==> src/rtl/lw_sha_msg_padder_if.sv <==
`timescale 1ns/1ps
`default_nettype none
// ============================================================================
// Module   : lw_sha_msg_padder_if
// Purpose  : Handshake bundle for lw_sha_msg_padder. The upstream message
//            stream (data/valid/last/bytes/ready) and the downstream padded
//            block stream (data/valid/ready/block_last/msg_last) are carried
//            together.
// Modports : slave  - the padder: consumes the message, produces blocks
//            master - the environment: feeds the message, sinks blocks
// Ports    : in_data_i, in_valid_i, in_last_i, in_bytes_i, in_ready_o,
//            out_data_o, out_valid_o, out_ready_i, out_block_last_o,
//            out_msg_last_o (suffixes are from the padder's point of view)
// Revision : 1.0 - initial release
// ============================================================================
interface lw_sha_msg_padder_if #(
  parameter int WORD_SIZE = 32
);
  localparam int BW = $clog2(WORD_SIZE / 8) + 1;

  logic [WORD_SIZE-1:0] in_data_i;
  logic                 in_valid_i;
  logic                 in_last_i;
  logic [BW-1:0]        in_bytes_i;
  logic                 in_ready_o;
  logic [WORD_SIZE-1:0] out_data_o;
  logic                 out_valid_o;
  logic                 out_ready_i;
  logic                 out_block_last_o;
  logic                 out_msg_last_o;

  modport slave (
    input  in_data_i, in_valid_i, in_last_i, in_bytes_i, out_ready_i,
    output in_ready_o, out_data_o, out_valid_o, out_block_last_o, out_msg_last_o
  );

  modport master (
    output in_data_i, in_valid_i, in_last_i, in_bytes_i, out_ready_i,
    input  in_ready_o, out_data_o, out_valid_o, out_block_last_o, out_msg_last_o
  );
endinterface
`default_nettype wire

==> src/rtl/lw_sha_msg_padder.sv <==
`timescale 1ns/1ps
`default_nettype none
// ============================================================================
// Module   : lw_sha_msg_padder
// Purpose  : SHA-2 message padder. Accepts message words (byte count on the
//            last word) and emits whole 16-word blocks: message bytes, a
//            0x80 pad byte, zero fill and a 2-word big-endian bit length.
//            One registered output stage, valid/ready on both sides.
// Params   : WORD_SIZE - 32 (SHA-224/256) or 64 (SHA-384/512)
// Ports    : clk_i    - clock, rising edge
//            reset_i  - synchronous reset, active-high
//            abort_i  - synchronous flush of the current message
//            bus      - lw_sha_msg_padder_if.slave (input/output streams)
//            busy_o   - padding in progress or output word pending
// Revision : 1.0 - initial release
// ============================================================================
module lw_sha_msg_padder #(
  parameter int WORD_SIZE = 32
) (
  input  logic                  clk_i,
  input  logic                  reset_i,
  input  logic                  abort_i,
  lw_sha_msg_padder_if.slave    bus,
  output logic                  busy_o
);

  localparam int NB = WORD_SIZE / 8;
  localparam int LW = 2 * WORD_SIZE;
  // Byte counter width: bit length is byte_cnt*8 modulo 2^LW, so the top
  // three bits of a full LW-bit byte counter could never reach the output.
  localparam int CW = LW - 3;

  typedef enum logic [2:0] {
    ST_DATA   = 3'd0,
    ST_PAD80  = 3'd1,
    ST_ZERO   = 3'd2,
    ST_LEN_HI = 3'd3,
    ST_LEN_LO = 3'd4
  } state_e;

  state_e               state_q, state_d;
  logic [3:0]           wcnt_q, wcnt_d;
  logic [CW-1:0]        byte_cnt_q, byte_cnt_d;
  logic [WORD_SIZE-1:0] out_data_q, out_data_d;
  logic                 out_valid_q, out_valid_d;
  logic                 block_last_q, block_last_d;
  logic                 msg_last_q, msg_last_d;

  logic                 load;
  logic                 in_ready;
  logic                 emit;
  logic [WORD_SIZE-1:0] emit_word;
  logic [WORD_SIZE-1:0] tail_word;
  logic [LW-1:0]        bitlen;

  assign load   = !out_valid_q || bus.out_ready_i;
  assign bitlen = {byte_cnt_q, 3'b000};

  // Short last word: keep the leading k bytes, put 0x80 in byte k, zero the rest.
  always_comb begin
    tail_word = '0;
    for (int b = 0; b < NB; b++) begin
      if (b < int'(bus.in_bytes_i)) begin
        tail_word[WORD_SIZE-1-8*b -: 8] = bus.in_data_i[WORD_SIZE-1-8*b -: 8];
      end else if (b == int'(bus.in_bytes_i)) begin
        tail_word[WORD_SIZE-1-8*b -: 8] = 8'h80;
      end
    end
  end

  always_comb begin
    state_d      = state_q;
    wcnt_d       = wcnt_q;
    byte_cnt_d   = byte_cnt_q;
    out_data_d   = out_data_q;
    out_valid_d  = out_valid_q;
    block_last_d = block_last_q;
    msg_last_d   = msg_last_q;
    in_ready     = 1'b0;
    emit         = 1'b0;
    emit_word    = '0;

    case (state_q)
      ST_DATA: begin
        in_ready = load;
        if (load && bus.in_valid_i) begin
          emit = 1'b1;
          if (!bus.in_last_i || int'(bus.in_bytes_i) >= NB) begin
            emit_word  = bus.in_data_i;
            byte_cnt_d = byte_cnt_q + CW'(NB);
            if (bus.in_last_i) begin
              state_d = ST_PAD80;
            end
          end else begin
            emit_word  = tail_word;
            byte_cnt_d = byte_cnt_q + CW'(bus.in_bytes_i);
            state_d    = (wcnt_q == 4'd13) ? ST_LEN_HI : ST_ZERO;
          end
        end
      end
      ST_PAD80: begin
        if (load) begin
          emit      = 1'b1;
          emit_word = {8'h80, {(WORD_SIZE-8){1'b0}}};
          state_d   = (wcnt_q == 4'd13) ? ST_LEN_HI : ST_ZERO;
        end
      end
      ST_ZERO: begin
        // Zero fill runs until word 13 of some block, wrapping into an extra
        // block when the pad byte landed in words 14/15.
        if (load) begin
          emit = 1'b1;
          if (wcnt_q == 4'd13) begin
            state_d = ST_LEN_HI;
          end
        end
      end
      ST_LEN_HI: begin
        if (load) begin
          emit      = 1'b1;
          emit_word = bitlen[LW-1:WORD_SIZE];
          state_d   = ST_LEN_LO;
        end
      end
      ST_LEN_LO: begin
        if (load) begin
          emit       = 1'b1;
          emit_word  = bitlen[WORD_SIZE-1:0];
          byte_cnt_d = '0;
          state_d    = ST_DATA;
        end
      end
      default: begin
        state_d = ST_DATA;
      end
    endcase

    // Output register: refill when empty or drained; hold otherwise.
    if (load) begin
      out_valid_d = emit;
      if (emit) begin
        out_data_d   = emit_word;
        block_last_d = (wcnt_q == 4'd15);
        msg_last_d   = (state_q == ST_LEN_LO);
        wcnt_d       = wcnt_q + 4'd1;
      end else begin
        block_last_d = 1'b0;
        msg_last_d   = 1'b0;
      end
    end
  end

  always_ff @(posedge clk_i) begin
    if (reset_i || abort_i) begin
      state_q      <= ST_DATA;
      wcnt_q       <= '0;
      byte_cnt_q   <= '0;
      out_data_q   <= '0;
      out_valid_q  <= 1'b0;
      block_last_q <= 1'b0;
      msg_last_q   <= 1'b0;
    end else begin
      state_q      <= state_d;
      wcnt_q       <= wcnt_d;
      byte_cnt_q   <= byte_cnt_d;
      out_data_q   <= out_data_d;
      out_valid_q  <= out_valid_d;
      block_last_q <= block_last_d;
      msg_last_q   <= msg_last_d;
    end
  end

  assign bus.in_ready_o       = in_ready;
  assign bus.out_data_o       = out_data_q;
  assign bus.out_valid_o      = out_valid_q;
  assign bus.out_block_last_o = block_last_q;
  assign bus.out_msg_last_o   = msg_last_q;
  assign busy_o               = (state_q != ST_DATA) || out_valid_q;

endmodule
`default_nettype wire

==> src/flat_wrapper.sv <==
// flat-port wrapper written by rule: the top's interface ports become plain ports
module lw_sha_msg_padder_flat 
#(
  parameter int WORD_SIZE = 32
)
  (clk_i, reset_i, abort_i, busy_o, bus_in_data_i, bus_in_valid_i, bus_in_last_i, bus_in_bytes_i, bus_out_ready_i, bus_in_ready_o, bus_out_data_o, bus_out_valid_o, bus_out_block_last_o, bus_out_msg_last_o);
  lw_sha_msg_padder_if #(.WORD_SIZE(WORD_SIZE)) bus_i ();
  input  logic clk_i;
  input  logic reset_i;
  input  logic abort_i;
  output logic busy_o;
  input wire logic [$bits(bus_i.in_data_i)-1:0] bus_in_data_i;
  input wire logic [$bits(bus_i.in_valid_i)-1:0] bus_in_valid_i;
  input wire logic [$bits(bus_i.in_last_i)-1:0] bus_in_last_i;
  input wire logic [$bits(bus_i.in_bytes_i)-1:0] bus_in_bytes_i;
  input wire logic [$bits(bus_i.out_ready_i)-1:0] bus_out_ready_i;
  output wire logic [$bits(bus_i.in_ready_o)-1:0] bus_in_ready_o;
  output wire logic [$bits(bus_i.out_data_o)-1:0] bus_out_data_o;
  output wire logic [$bits(bus_i.out_valid_o)-1:0] bus_out_valid_o;
  output wire logic [$bits(bus_i.out_block_last_o)-1:0] bus_out_block_last_o;
  output wire logic [$bits(bus_i.out_msg_last_o)-1:0] bus_out_msg_last_o;
  assign bus_i.in_data_i = bus_in_data_i;
  assign bus_i.in_valid_i = bus_in_valid_i;
  assign bus_i.in_last_i = bus_in_last_i;
  assign bus_i.in_bytes_i = bus_in_bytes_i;
  assign bus_i.out_ready_i = bus_out_ready_i;
  assign bus_in_ready_o = bus_i.in_ready_o;
  assign bus_out_data_o = bus_i.out_data_o;
  assign bus_out_valid_o = bus_i.out_valid_o;
  assign bus_out_block_last_o = bus_i.out_block_last_o;
  assign bus_out_msg_last_o = bus_i.out_msg_last_o;
  lw_sha_msg_padder #(.WORD_SIZE(WORD_SIZE)) u_core (.clk_i(clk_i), .reset_i(reset_i), .abort_i(abort_i), .bus(bus_i), .busy_o(busy_o));
endmodule
==> config.mk <==
export PLATFORM = sky130hd
export DESIGN_NAME = lw_sha_msg_padder_flat
export DESIGN_NICKNAME = d
export VERILOG_FILES = /design/src/rtl/lw_sha_msg_padder_if.sv /design/src/rtl/lw_sha_msg_padder.sv /design/src/flat_wrapper.sv
export SDC_FILE = /design/constraint.sdc
export NUM_CORES = 1
export LEC_CHECK = 0
export ABC_AREA = 1
export BUFFER_PORTS_ARGS = -buffer_cell sky130_fd_sc_hd__buf_2
export CORE_MARGIN = 4
export CORE_UTILIZATION = 34
export CTS_CLUSTER_DIAMETER = 50
export DETAILED_ROUTE_END_ITERATION = 8
export SETUP_SLACK_MARGIN = 0.15
export SYNTH_ARGS = -nofsm -noshare
export SYNTH_HDL_FRONTEND = slang
export SYNTH_SLANG_ARGS = --single-unit
==> constraint.sdc <==
create_clock -name clk_i -period 5.24 [get_ports clk_i]
set_input_delay 0.524 -clock clk_i [delete_from_list [all_inputs] [get_ports clk_i]]
set_output_delay 0.524 -clock clk_i [all_outputs]
set_load 0.01 [all_outputs]
# Word-level counts from Yosys, hierarchy flattened
# Cells that the tools add are included.
# word_totals
register_bits	103
inputBits	41
out_inout_bits	37
wordCells	77
# op_classes
addsub	3
order_cmp	5
n_eq_ne	16
n_mux	31
reduce_logical	15
# op_table
op	n
two-way mux 61 bit	3
one-hot mux 32 bit (4 select lines)	1
one-hot mux 61 bit (2 select lines)	1
two-way mux 32 bit	2
two-way mux 8 bit	8
adder 61 x 3 -> 61 bit	1
adder 61 x 3 -> 61 bit (second input constant)	1
two-way mux 3 bit	8
one-hot mux 3 bit (5 select lines)	1
inequality test 2 x 1 -> 1 bit (second input constant)	6
equality test 4 bit (second input constant)	2
AND reduction 7 bit	1
equality test 3 x 2 -> 1 bit (second input constant)	2
equality test 3 bit (first input constant)	2
logical NOT 3 bit	2
< comparator 1 x 3 -> 1 bit (first input constant)	2
< comparator 2 x 3 -> 1 bit (first input constant)	2
two-way mux 1 bit	6
adder 4 x 1 -> 4 bit (second input constant)	1
logical OR 1 bit	4
OR reduction 4 bit	1
equality test 2 x 3 -> 1 bit (first input constant)	1
equality test 3 x 1 -> 1 bit (second input constant)	1
equality test 3 bit (second input constant)	1
9 further kinds	10

# Logic depth before layout (Yosys ltp)
# Gate-level depths: netlist (run 1).
# logic_depth
word_depth	6
depth_mapped	13
mapped_depth_nobuf	13

# Worst setup path after synthesis (run 1)
# Ideal clock, no wire load.
# synth_timing
path_kind	input -> register
startpoint	input bus_in_bytes_i[0]
endpoint	register u_core.byte_cnt_q[56]
setup_time_ns	0.115
t_arrival_ns	1.855
t_required_ns	5.125
setup_slack_ns	3.270
stages	10
path_buffers	0
cell_sequence	ha_1 fa_1 nand3_1 nand2_1 nand2_1 nand2_1 nand3_1 nor2_1 a21oi_1 nor2_1
# synth_via
elab_chain_len	5
elab_cells_between_ends	6
cone_classes	add/sub: 1; order compare: 1; mux: 3; reduce/logical: 1
# synth_rtl
item	line_no	text
start: declaration	flat_wrapper.sv:15	input wire logic [$bits(bus_i.in_bytes_i)-1:0] bus_in_bytes_i;
parallel branches: the longest is 2 deep, another holds adder 61 x 3 -> 61 bit	-	
two-way mux 61 bit (*)	lw_sha_msg_padder.sv:88	if (!bus.in_last_i || int'(bus.in_bytes_i) >= NB) begin
two-way mux 61 bit (*)	lw_sha_msg_padder.sv:86	if (load && bus.in_valid_i) begin
one-hot mux 61 bit (2 select lines) (*)	lw_sha_msg_padder.sv:83	case (state_q)
end signal: assignment	lw_sha_msg_padder.sv:165	byte_cnt_q <= byte_cnt_d;
end: declaration	lw_sha_msg_padder.sv:43	logic [CW-1:0] byte_cnt_q, byte_cnt_d;
# Mark *: on every way between the ends. The select of a mux whose other input is x is not followed.
# A chain may end at the register's enable or synchronous reset.

# Final worst setup path (run 1)
# layout_timing
startpoint	register u_core.state_q[1]
endpoint	register u_core.byte_cnt_q[11]
# layout_via
elab_chain_len	3
elab_cells_between_ends	7
cone_classes	eq/ne: 3; mux: 1; reduce/logical: 3
# layout_rtl
item	line_no	text
start: declaration	lw_sha_msg_padder.sv:41	state_e state_q, state_d;
start signal: assignment	lw_sha_msg_padder.sv:163	state_q <= state_d;
equality test 3 bit or logical NOT 3 bit (tied branches)	lw_sha_msg_padder.sv:83	
inequality test 2 x 1 -> 1 bit (no line) or nonzero test 2 bit (tied branches)	-	
AND reduction 3 bit (no line)	-	
# Parallel ways exist; a longest one is shown, timed or not.

==> impl_metrics.json, run 1 <==
{
  "outcome": "finished, final reports clean",
  "ios": 78,
  "path_buf_inv": 2,
  "antenna_left": 0,
  "drive_gt1_share_pct": 10.10,
  "setup_viol": 0,
  "cts.clk_slew.worst_paths_ns": 0.08,
  "postCtsHoldBufs": 0,
  "synth_cell_type_count": 33,
  "slew_viol_final": 0,
  "ys_warn_count": 0,
  "finalSetupTns_ns": 0,
  "synth-seq-area-share_pct": 32.48,
  "wl_per_cell_um": 16.90,
  "synth_commonest_cells": "391 x nand2_1, 197 x nor2_1, 103 x dfxtp_1",
  "max_slew.worst_pin.slew_ns": 0.9534,
  "seqPwrFrac_pct": 45.8,
  "maxCapViolations": 0,
  "power.density_nw_per_um2": 244.5,
  "setup_ws_ns": 2.545,
  "r2r-start": "u_core.state_q[1]",
  "rows": 49,
  "grt-ovfl-total": 0,
  "antenna_found_initial": 0,
  "wirelength_mm": 23.44,
  "ys_ff_latch": 103,
  "synth_fp_nets": 1139,
  "period_share_pct": 51.44,
  "design_area_um2": 7201,
  "slew_headroom_pct": 36.44,
  "endpoint_kind": "register",
  "grt_pass1_wl_mm": 35.85,
  "vias": 7132,
  "ys_async_sr_fraction_pct": 0,
  "clockBufferDepth": 2,
  "area_growth_syn_to_layout_pct": 13.42,
  "initial_utilization_pct": 34.98,
  "p_int_uw": 1238,
  "grt_setup_unrepaired": "false",
  "power_uw": 1761,
  "max_stage_delay_ns": 0.72,
  "hold_path.class": "register to register",
  "drc": 0,
  "startpoint": "u_core.state_q[1]",
  "finalNonFillerCells": 1387,
  "combPwrFrac_pct": 13.8,
  "cpLargestDelayFamily": "buffers and inverters",
  "cts_buffers": 9,
  "grt_util_all_layers_pct": 22.47,
  "synth-edff-count": 0,
  "cts_resized": 0,
  "synth_ff_type": "dfxtp_1",
  "port_buffers": 77,
  "cts_setup_buffers": 0,
  "num_antenna_cells": 0,
  "crit_slowest_cell": "inv_2",
  "worstPathMaxFanout": 55,
  "gp_congestion": 1.020,
  "ys_top_cells_by_area": "dfxtp_1 32%, nand2_1 23%, nor2_1 12%",
  "syn_area_um2": 6349,
  "synthDominantCellAreaShare_pct": 32.48,
  "insertion_delay_ns": 0.36,
  "final_nets": 1201,
  "postSynthAreaPerCell_um2": 5.819,
  "fmax_mhz": 371.0,
  "place_inst": 1371,
  "p_sw_uw": 522.8,
  "cts.sinks": 103,
  "finClkSkew_ns": 0.006867,
  "crit_required_ns": 5.53,
  "drt_pass1_iterations": 5,
  "syn_inst": 1091,
  "synth_area_leader_cell": "dfxtp_1",
  "path_class": "register to register",
  "fin_crit_ns": 2.695,
  "placed_area_um2": 6903,
  "max-vdd-ir-drop_v": 0.0001248,
  "via_per_inst": 5.142,
  "grt_max_degree": 56,
  "dpl.hpwl_mm": 18.40,
  "hold_violations": 0,
  "synth_most_common_cell": "nand2_1",
  "path_cells": "nor2_4 -> nand2_2 -> inv_2 -> nand2_1 -> nand2_1 -> inv_2 -> o21ai_0 -> a21oi_1",
  "crit_path_start_kind": "register",
  "die_w_um": 144.6,
  "htree_levels": 3,
  "cts_tree": "done",
  "dieArea_um2": 20920,
  "p_leak_uw": 0.002768,
  "cp_data_arrival_time_ns": 2.98,
  "clkPwrFrac_pct": 40.3,
  "worstHoldStart": "u_core.bus.out_data_o[2]",
  "drt_iter0_drc": 616,
  "dp_slack_ns": 2.257,
  "coreArea_um2": 18150,
  "grt_pass1_vias": 6394,
  "die_y_um": 144.6,
  "cts_root_buffer": "clkbuf_16",
  "sw_frac_of_total_pct": 29.69
}
==> routing by layer <==
layer  global-route usage, %  wire length [µm]
met1                   31.69             10820
met2                   34.94             10330
met3                   3.208              1687
met4                   8.149               603
met5                       0                 0
==> cells by family after synthesis <==
group                      Yosys count  synth area share (%)
buffers and inverters              123                 7.765
AOI/OAI and AO/OA                  147                 12.71
and+or+nand+nor                    711                 45.55
adders and majority gates            7                 1.498
DFF                                103                 32.48
==> cell usage in the layout (no fill, tap or decap) <==
master	instances
inv_6	2
nand3_1	70
inv_2	8
o211ai_1	10
dfxtp_1	103
bufinv_16	1
clkinv_4	1
clkinvlp_4	1
a31oi_1	6
o211ai_4	1
o21ai_2	1
clkbuf_16	9
and2_1	5
inv_1	86
nor3_2	1
o21a_1	2
nand3b_1	1
o22ai_1	3
a211oi_1	1
a21oi_1	75
nand2_1	391
a21o_1	3
nand4_2	1
and3_1	1
nor3_1	15
fa_1	1
buf_2	77
o21ai_0	40
buf_4	3
clkbuf_1	1
clkinv_2	1
nor2_1	197
o21ai_1	5
nor2_4	2
nand4_1	19
ha_1	6
nor2_2	4
nand2_2	4
==> worst reg2reg max path: cells and delay by family, from the launching register on <==
| family | cells | cell delay, ns |
|---|---|---|
| simple gates | 4 | 0.72 |
| flops | 1 | 0.47 |
| buf+inv | 2 | 1.00 |
| compound gates | 2 | 0.43 |
==> area by class of cell <==
type                    count  area, µm²
well taps                 229      286.5
flip-flops and latches    103       2062
clock inverters             6      68.82
multi-input cells         865       3794
inverters                  94      352.8
clock buffers              10      229.0
fillers                  2054      10950
repair buffers             80      407.9
==> stage by stage <==
stage	hold WS, ns	util [%]
2_1_floorplan	0.4516	-
3_3_place_gp	0.4513	38.04
3_5_place_dp	0.4519	38.04
4_1_cts	0.4629	39.68
5_1_grt	0.4786	39.68
6_report	0.4602	39.68
==> power by group through the flow <==
stage	combinational [µW]	sequential (µW)	clock, µW
finish	244	807	710
global placement	242	825	0
floorplan	162	826	0
CTS	243	807	721
global route	274	809	754
detailed placement	243	826	0
==> final timing paths <==
kind / cells after the start / slack, ns / to
max: 8 / 2.54 / u_core.byte_cnt_q[11]
min: 2 / 0.46 / u_core.bus.out_data_o[2]
max reg2reg: 8 / 2.54 / u_core.byte_cnt_q[11]
min reg2reg: 2 / 0.46 / u_core.bus.out_data_o[2]
==> flip-flops by register name, summed over array words and instances (netlist names) <==
name                         flops
u_core.byte_cnt_q               61
u_core.bus.out_data_o           32
u_core.wcnt_q                    4
u_core.state_q                   3
u_core.bus.out_block_last_o      1
u_core.bus.out_msg_last_o        1
u_core.bus.out_valid_o           1
Note: power is estimated with default switching activity, not from simulation.
==> inputs of run 2 (changes only) <==
==> constraint.sdc (replaced) <==
create_clock -name clk_i -period 2.2 [get_ports clk_i]
set_input_delay 0.22 -clock clk_i [delete_from_list [all_inputs] [get_ports clk_i]]
set_output_delay 0.22 -clock clk_i [all_outputs]
set_load 0.01 [all_outputs]
==> run 2 against run 1 <==
Sequential power increased by 140%. First-iteration DRC count decreased by 7.0%. Die area unchanged. Register-to-register slack got worse by 2.2 ns. Via count increased by 1.1%. Worst hold slack got worse by 0.25 ns. Cell area increased by 3.0%. Critical endpoint is now u_core.byte_cnt_q[45].
==> impl_metrics.json, run 2 (synthesis gave the netlist of run 1 again) <==
{
  "outcome": "finished, final reports clean",
  "hold_path.class": "primary input to register",
  "startpoint": "u_core.byte_cnt_q[34]",
  "antenna_found_initial": 0,
  "clockBufferDepth": 2,
  "antenna_left": 0,
  "grt_max_degree": 40,
  "drt_pass1_iterations": 6,
  "crit_path_start_kind": "register",
  "sw_frac_of_total_pct": 30.12,
  "path_class": "register to register",
  "grt_util_all_layers_pct": 22.48,
  "finClkSkew_ns": 0.01040,
  "cts.sinks": 103,
  "cp_data_arrival_time_ns": 2.12,
  "grt-ovfl-total": 0,
  "fin_crit_ns": 1.873,
  "port_buffers": 77,
  "ff_latch_area_um2": 2066,
  "clkPwrFrac_pct": 38.3,
  "gp_congestion": 1.002,
  "cts_setup_buffers": 0,
  "worstPathMaxFanout": 5,
  "die_w_um": 144.6,
  "final_cell_mix": "386 x nand2_1, 191 x nor2_1, 100 x dfxtp_1",
  "grt_setup_unrepaired": "true",
  "grt_pass1_wl_mm": 36.01,
  "largest_register": "u_core.byte_cnt_q",
  "drc": 0,
  "reg2reg_slack_ns": 0.33,
  "num_antenna_cells": 0,
  "drt_iter0_drc": 573,
  "coreArea_um2": 18150,
  "p_sw_uw": 1239,
  "p_int_uw": 2875,
  "drive_gt1_share_pct": 13.29,
  "largest_register_ffs": 61,
  "slew_viol_final": 0,
  "finalSetupTns_ns": 0,
  "cts.clk_slew.worst_paths_ns": 0.07,
  "seqPwrFrac_pct": 46.7,
  "insertion_delay_ns": 0.36,
  "crit_slowest_cell": "dfxtp_1",
  "power.density_nw_per_um2": 554.6,
  "htree_levels": 3,
  "finalNonFillerCells": 1410,
  "setup_ws_ns": 0.3270,
  "max_slew.worst_pin.slew_ns": 0.6844,
  "maxCapViolations": 0,
  "r2r-start": "u_core.byte_cnt_q[34]",
  "fmax_mhz": 533.9,
  "vias": 7213,
  "postCtsHoldBufs": 0,
  "via_per_inst": 5.116,
  "path_cells": "nand2_1 -> nor2_1 -> nand2_1 -> nor3_2 -> nand3_1 -> o21ai_0 -> nor2_1",
  "cts_buffers": 9,
  "initial_utilization_pct": 34.98,
  "reg2reg_depth": 7,
  "setup_viol": 0,
  "rows": 49,
  "die_y_um": 144.6,
  "max-vdd-ir-drop_v": 0.0003378,
  "slew_headroom_pct": 54.32,
  "power_uw": 4114,
  "grt_pass1_vias": 6463,
  "max_stage_delay_ns": 0.53,
  "crit_required_ns": 2.45,
  "final_nets": 1224,
  "wirelength_mm": 23.44,
  "fillCellCount": 2024,
  "area_growth_syn_to_layout_pct": 16.85,
  "endpoint_kind": "register",
  "combPwrFrac_pct": 15.0,
  "dpl.hpwl_mm": 18.99,
  "multi_input_area_um2": 3839,
  "timing.hold.ws_ns": 0.2073,
  "final_common_cell": "nand2_1",
  "ios": 78,
  "dp_slack_ns": 0.1748,
  "cts_tree": "done",
  "period_share_pct": 85.14,
  "place_inst": 1394,
  "dieArea_um2": 20920,
  "wl_per_cell_um": 16.62,
  "rr_endpoint": "u_core.byte_cnt_q[45]",
  "hold_violations": 0,
  "p_leak_uw": 0.002877,
  "cts_root_buffer": "clkbuf_16",
  "endpoint": "u_core.byte_cnt_q[45]"
}
## run 2: cell types whose count changed in the layout (fill, tap and decap cells not counted), moves of 3 or more
cell,delta
nor2_1,-6
dfxtp_2,+3
nand2_2,+5
nand2_1,-5
dfxtp_1,-3
nor2_2,+5
buf_4,+22
## run 2: how the worst min path moves through the flow
stage,from,end,slack [ns],cells past startpoint
floorplan,reset_i,u_core.bus.out_valid_o,0.43,3
global placement,u_core.bus.out_data_o[23],u_core.bus.out_data_o[23],0.45,2
detailed placement,u_core.bus.out_data_o[0],u_core.bus.out_data_o[0],0.45,2
CTS,bus_in_data_i[1],u_core.bus.out_data_o[1],0.19,5
global route,bus_in_data_i[1],u_core.bus.out_data_o[1],0.23,5
finish,bus_in_data_i[1],u_core.bus.out_data_o[1],0.21,5
## run 2: routing by layer
metal | part of all wire (%) | global-route usage, % | vias up
met1 | 46 | 31.31 | 3202
met3 | 8.3 | 4.563 | 43
li1 | - | - | 3659
met5 | 0 | 0 | -
met4 | 3.6 | 8.837 | 0
met2 | 42 | 34.09 | 309
## run 2: stage by stage
| step | utilization, % | cell area (µm²) |
|---|---|---|
| 2_1_floorplan | - | 6349 |
| 3_3_place_gp | 39.06 | 7088 |
| 3_5_place_dp | 39.06 | 7088 |
| 4_1_cts | 40.61 | 7370 |
| 5_1_grt | 40.88 | 7418 |
| 6_report | 40.88 | 7418 |
## run 2: layout make-up
| cell class | instances | area share, % |
|---|---|---|
| Clock inverter | 6 | 0.7084 |
| Sequential cell | 103 | 27.85 |
| Tap cell | 229 | 3.862 |
| Clock buffer | 10 | 3.087 |
| Multi-Input combinational cell | 865 | 51.75 |
| Timing Repair Buffer | 103 | 7.995 |
| Inverter | 94 | 4.756 |
## run 2: timing repair
item                       in CTS  in global routing
setup endpoints to repair       0                 28
gates resized for setup         0                 18
hold endpoints to repair        0                  0
## run 2: worst max-delay path: cells and delay by family (launching register included)
kind             cells  cell delay [ns]
AND/OR/NAND/NOR      6             1.08
flip-flops           1             0.53
AO/OA/AOI/OAI        1             0.16
## run 2: power groups by stage
stage          Sequential (µW)  Combinational (µW)  Clock [µW]
6_report                  1920                 618        1580
5_1_grt                   1930                 690        1690
4_1_cts                   1920                 615        1610
3_5_place_dp              1960                 612           0
3_3_place_gp              1960                 611           0
2_1_floorplan             1970                 387           0
